<file path="config.mk">
export PLATFORM = sky130hd
export DESIGN_NAME = deal_sequencer
export DESIGN_NICKNAME = d
export VERILOG_FILES = /design/src/rtl/baccarat_pkg.sv /design/src/rtl/dealer_draw_rule.sv /design/src/rtl/deal_sequencer.sv
export SDC_FILE = /design/constraint.sdc
export NUM_CORES = 1
export LEC_CHECK = 0
export ABC_AREA = 0
export CAP_MARGIN = 20
export CORE_UTILIZATION = 30
export DETAILED_ROUTE_END_ITERATION = 7
export PLACE_DENSITY = 0.69
export SKIP_CTS_REPAIR_TIMING = 1
export SLEW_MARGIN = 20
export SYNTH_ARGS = -nofsm -noshare
export SYNTH_HDL_FRONTEND = slang
export SYNTH_HIERARCHICAL = 1
export SYNTH_SLANG_ARGS = --single-unit
</file>
<file path="constraint.sdc">
create_clock -name slow_clock -period 1.5 [get_ports slow_clock]
set_input_delay 0.3 -clock slow_clock [delete_from_list [all_inputs] [get_ports slow_clock]]
set_output_delay 0.3 -clock slow_clock [all_outputs]
set_load 0.005 [all_outputs]
</file>
<file path="src/rtl/baccarat_pkg.sv">
// Shared types and constants for the baccarat table controller.
package baccarat_pkg;

  typedef enum logic [3:0] {
    DEAL_P1,
    DEAL_D1,
    DEAL_P2,
    DEAL_D2,
    EVAL,
    DEAL_P3,
    DEALER_EVAL,
    DEAL_D3,
    DONE,
    CLEAR
  } state_e;

  localparam logic [3:0] NATURAL_MIN      = 4'd8;
  localparam logic [3:0] PLAYER_STAND_MIN = 4'd6;
  localparam logic [3:0] RANK_EIGHT       = 4'd8;

endpackage

</file>
<file path="src/rtl/dealer_draw_rule.sv">
// Dealer third-card decision once the player has drawn, keyed on the player's third-card rank.
module dealer_draw_rule
  import baccarat_pkg::*;
(
  input  logic [3:0] dscore,
  input  logic [3:0] pcard3,
  output logic       draw
);

  always_comb begin
    draw = 1'b0;
    case (dscore)
      4'd0, 4'd1, 4'd2: draw = 1'b1;
      4'd3:             draw = (pcard3 != RANK_EIGHT);
      4'd4:             draw = (pcard3 >= 4'd2) && (pcard3 <= 4'd7);
      4'd5:             draw = (pcard3 >= 4'd4) && (pcard3 <= 4'd7);
      4'd6:             draw = (pcard3 >= 4'd6) && (pcard3 <= 4'd7);
      default:          draw = 1'b0;
    endcase
  end

endmodule

</file>
<file path="src/rtl/deal_sequencer.sv">
// Baccarat deal sequencer: card-load strobes, drawing rules and win lights.
// Optional win/loss/tie counters are built when BACCARAT_STATS_EN is defined.
module deal_sequencer
  import baccarat_pkg::*;
#(
  parameter int unsigned HOLD_CYCLES = 0,
  parameter int unsigned CNT_W       = 8
) (
  input  logic             slow_clock,
  input  logic             resetb,
  input  logic [3:0]       pscore,
  input  logic [3:0]       dscore,
  input  logic [3:0]       pcard3,
  output logic             load_pcard1,
  output logic             load_pcard2,
  output logic             load_pcard3,
  output logic             load_dcard1,
  output logic             load_dcard2,
  output logic             load_dcard3,
  output logic             clear_hand,
  output logic             player_win_light,
  output logic             dealer_win_light,
  output logic             game_done
`ifdef BACCARAT_STATS_EN
  ,
  output logic [CNT_W-1:0] player_wins,
  output logic [CNT_W-1:0] dealer_wins,
  output logic [CNT_W-1:0] ties
`endif
);

  localparam int unsigned    HoldW    = (HOLD_CYCLES > 1) ? $clog2(HOLD_CYCLES) : 1;
  localparam logic [HoldW-1:0] HoldLast = HoldW'(HOLD_CYCLES - 1);

  if (CNT_W == 0) begin : g_cnt_w_check
    $error("CNT_W must be at least 1");
  end

  state_e           r_state;
  logic [HoldW-1:0] r_hold_cnt;
  logic             w_draw;
  logic             w_natural;

  assign w_natural = (pscore >= NATURAL_MIN) || (dscore >= NATURAL_MIN);

  dealer_draw_rule u_rule (
    .dscore (dscore),
    .pcard3 (pcard3),
    .draw   (w_draw)
  );

  always_ff @(posedge slow_clock or negedge resetb) begin
    if (!resetb) begin
      r_state    <= DEAL_P1;
      r_hold_cnt <= '0;
    end else begin
      case (r_state)
        DEAL_P1:     r_state <= DEAL_D1;
        DEAL_D1:     r_state <= DEAL_P2;
        DEAL_P2:     r_state <= DEAL_D2;
        DEAL_D2:     r_state <= EVAL;
        EVAL: begin
          if (w_natural)                       r_state <= DONE;
          else if (pscore < PLAYER_STAND_MIN)  r_state <= DEAL_P3;
          // Without a player draw the dealer stands on the same 6 threshold.
          else if (dscore < PLAYER_STAND_MIN)  r_state <= DEAL_D3;
          else                                 r_state <= DONE;
        end
        DEAL_P3:     r_state <= DEALER_EVAL;
        DEALER_EVAL: r_state <= w_draw ? DEAL_D3 : DONE;
        DEAL_D3:     r_state <= DONE;
        DONE: begin
          if (HOLD_CYCLES != 0) begin
            if (r_hold_cnt == HoldLast) begin
              r_state    <= CLEAR;
              r_hold_cnt <= '0;
            end else begin
              r_hold_cnt <= r_hold_cnt + 1'b1;
            end
          end
        end
        CLEAR:       r_state <= DEAL_P1;
        default:     r_state <= DEAL_P1;
      endcase
    end
  end

  always_comb begin
    load_pcard1      = 1'b0;
    load_pcard2      = 1'b0;
    load_pcard3      = 1'b0;
    load_dcard1      = 1'b0;
    load_dcard2      = 1'b0;
    load_dcard3      = 1'b0;
    clear_hand       = 1'b0;
    player_win_light = 1'b0;
    dealer_win_light = 1'b0;
    game_done        = 1'b0;
    unique case (r_state)
      DEAL_P1: load_pcard1 = 1'b1;
      DEAL_D1: load_dcard1 = 1'b1;
      DEAL_P2: load_pcard2 = 1'b1;
      DEAL_D2: load_dcard2 = 1'b1;
      DEAL_P3: load_pcard3 = 1'b1;
      DEAL_D3: load_dcard3 = 1'b1;
      DONE: begin
        game_done        = 1'b1;
        player_win_light = (pscore >= dscore);
        dealer_win_light = (dscore >= pscore);
      end
      CLEAR:   clear_hand = 1'b1;
      default: ;
    endcase
  end

`ifdef BACCARAT_STATS_EN
  logic r_counted;

  // The first edge sampled inside DONE sees the final scores; r_counted blocks re-counting.
  always_ff @(posedge slow_clock or negedge resetb) begin
    if (!resetb) begin
      r_counted   <= 1'b0;
      player_wins <= '0;
      dealer_wins <= '0;
      ties        <= '0;
    end else if (r_state == DONE) begin
      if (!r_counted) begin
        r_counted <= 1'b1;
        if (pscore > dscore) begin
          if (player_wins != '1) player_wins <= player_wins + 1'b1;
        end else if (dscore > pscore) begin
          if (dealer_wins != '1) dealer_wins <= dealer_wins + 1'b1;
        end else begin
          if (ties != '1) ties <= ties + 1'b1;
        end
      end
    end else begin
      r_counted <= 1'b0;
    end
  end
`endif

endmodule

</file>
==> flow_summary.toml <==
[outcome]
status = "finished, violations left"
violations = "setup timing"

[drt]
vias_per_cell = 5.17
vias = 605
wl_per_cell_um = 13.7
drcViolationCount = 0
wirelength_mm = 1.60
drt-initial-drc-count = 7
drt-pass1-iter-count = 4
ant_nets = 0

[grt]
first_global_vias = 592
grt_max_degree = 12
grt_first_pass_wirelength_mm = 2.40
overflow = 0
grt.total_usage_pct = 17.4
antenna_found_initial = 0

[floorplan]
core_area_um2 = 1510
dieArea_um2 = 1770
num_rows = 14
die_h_um = 42.1
initial_core_util_pct = 32.0
die_x_um = 42.1
io_pins = 24

[layout]
finish.instance_area_um2 = 1020
area.growth.synth_to_final_pct = 112
final_util_pct = 67.9
registers.top_by_ff_count = "r_state"
diodes = 0
drive_gt1_share_pct = 53.5
largest_reg_flops = 4
nets = 121
top_regs = "r_state (4)"

[placed_design]
placed_area_um2 = 830
gp_congestion = 0.728
portBuffers = 23
dp_hpwl_mm = 1.08

[yosys]
synth_adder_area_share_pct = 10.4
synthMuxAreaShare_pct = 0
seq_area_frac_synth_pct = 20.8
synth-xor-area-share_pct = 1.82
mappedNetlistNets = 75
ys_warn_count = 6
syn_avg_cell_area_um2 = 8.45
synth_seq_cells = 4
synth_top_family_by_area = "simple AND/OR/NAND/NOR gates"
synth.cell_area_um2 = 482
ys_types = 34
synth_cells = 57
synth-compound-area-share_pct = 22.9
synth-simple-area-share_pct = 34.3

[setup_path]
reg2reg_depth = 5
critPathKind = "reg2out"
crit_arrival_ns = 1.50
start_kind = "register"
r2r_slack_ns = 0.06
reg2reg_to = "r_state[3]"
worstPathMaxFanout = 4
endpoint_kind = "output port"
timing.rr.start = "r_state[1]"
cp_data_required_time_ns = 1.20

[clocking]
cts_buffers = 3
clock_path_buffers = 2
clockRootBuffer = "clkbuf_4"
htreeDepth = 1
tritoncts = "done"
path_clk_slew_ns = 0.04
clk-insertion-delay-late_ns = 0.24
clock_sinks = 4

[pwr]
power_density_nw_per_um2 = 1260
vdd_drop_max_uv = 425
total_leakage_power_nw = 0.592

[timing]
period_share_pct = 120
setup_violations = 9
hold_violations = 0
min_period_ns = 1.80
setup_ws_ns = -0.304
rsz0062_at_grt = "true"
fmax_mhz = 554
finalHoldWorstSlack_ns = 0.268
skew_ns = 0.000979
drv_slew = 0
worst_pin_slew_ns = 0.470
slew_headroom_pct = 68.4

[min_path]
hold_class = "in2async"

[job]
cap_violations = 0
-- layout make-up --
type / count / area (um^2)
Inverter: 7 / 26.3
Sequential cell: 4 / 100
Timing Repair Buffer: 44 / 409
Fill cell: 134 / 484
Tap cell: 16 / 20.0
Multi-Input combinational cell: 43 / 444
Clock buffer: 3 / 22.5
-- layer usage --
layer / share of wire, % / global-route usage [%] / up-vias / routed length (um)
met5: 0 / 0 / - / 0
met4: 1.1 / 7.50 / 0 / 17
met3: 5.2 / 2.59 / 3 / 84
met2: 56 / 32.5 / 24 / 902
met1: 37 / 19.2 / 272 / 599
li1: - / - / 306 / -
-- kinds of logic after synthesis --
logic type / Yosys count
buffers and inverters: 10
and+or+nand+nor: 24
AOI/OAI and AO/OA: 14
DFF: 4
xor gates and xnor gates: 1
adders and majority gates: 4
-- synthesized netlist by cell type --
| library cell | number | share of area (%) |
|---|---|---|
| nor4_1 | 1 | 1.3 |
| nand4_1 | 1 | 1.3 |
| a311oi_1 | 1 | 1.8 |
| o21ai_0 | 1 | 1.0 |
| a41o_2 | 1 | 2.3 |
| inv_1 | 7 | 5.5 |
| a41o_1 | 1 | 2.1 |
| or3b_2 | 1 | 1.8 |
| nand2b_1 | 2 | 2.6 |
| or4b_1 | 1 | 2.1 |
| o22ai_1 | 1 | 1.3 |
| a32o_2 | 1 | 2.3 |
| o31ai_1 | 1 | 1.6 |
| xor2_1 | 1 | 1.8 |
| nor2b_4 | 1 | 2.9 |
| a21o_1 | 1 | 1.6 |
| and2b_1 | 1 | 1.6 |
| nor2_1 | 3 | 2.3 |
| o2111ai_1 | 1 | 1.8 |
| a21oi_1 | 1 | 1.0 |
| a31oi_1 | 2 | 2.6 |
| and3_1 | 1 | 1.3 |
| ha_1 | 4 | 10 |
| a21boi_0 | 1 | 1.6 |
| nand2_1 | 4 | 3.1 |
| nor4b_4 | 1 | 4.9 |
| buf_2 | 2 | 2.1 |
| buf_6 | 1 | 2.3 |
| a32oi_1 | 1 | 1.8 |
| nor3b_1 | 2 | 3.1 |
| nor3_1 | 3 | 3.1 |
| and4_1 | 1 | 1.8 |
| nand3_1 | 1 | 1.0 |
| dfrtp_1 | 4 | 21 |
-- critical path, stage by stage, from the launching register on --
cell      delay [ns]
dfrtp_1         0.42
nor4b_4         0.37
buf_4           0.18
a21boi_1        0.17
clkbuf_2        0.14
-- through the flow --
stage	setup slack (ns)	std cells	setup TNS [ns]	total power, mW
2_1_floorplan	-0.00341	57	-0.00341	0.574
5_1_grt	-0.391	117	-1.55	1.37
3_5_place_dp	-0.925	108	-6.07	0.939
3_3_place_gp	-0.919	108	-5.78	0.922
4_1_cts	-0.937	111	-7.16	1.08
6_report	-0.304	117	-0.944	1.28
-- where the power goes --
group / switching (mW) / leakage [nW] / total (mW) / internal, mW
clock network: 0.0440 / 0.0138 / 0.133 / 0.0895
logic: 0.397 / 0.527 / 0.933 / 0.537
registers: 0.0571 / 0.0510 / 0.217 / 0.160
-- worst max-delay path by stage --
stage               startpoint               end  depth (start not counted)  slack (ns)
floorplan            dscore[1]        r_state[3]                          5      -0.003
global placement     pscore[2]  player_win_light                          7       -0.92
detailed placement   pscore[2]  player_win_light                          7       -0.93
CTS                  pscore[2]  player_win_light                          7       -0.94
global route        r_state[1]  dealer_win_light                          4       -0.39
finish              r_state[1]  dealer_win_light                          4       -0.30
-- placed cells by master (no fill, tap or decap), types with 2 or more instances in the layout --
cell	count
nor3b_2	2
clkbuf_2	3
clkbuf_4	3
buf_2	3
nor3_2	2
clkdlybuf4s50_1	3
inv_2	2
dlymetal6s2s_1	12
ha_4	3
nand2_1	4
nor2_1	2
nand2b_4	2
buf_4	17
inv_1	5
buf_6	5
dfrtp_1	4
No activity file was read; power rests on OpenSTA's default activity.
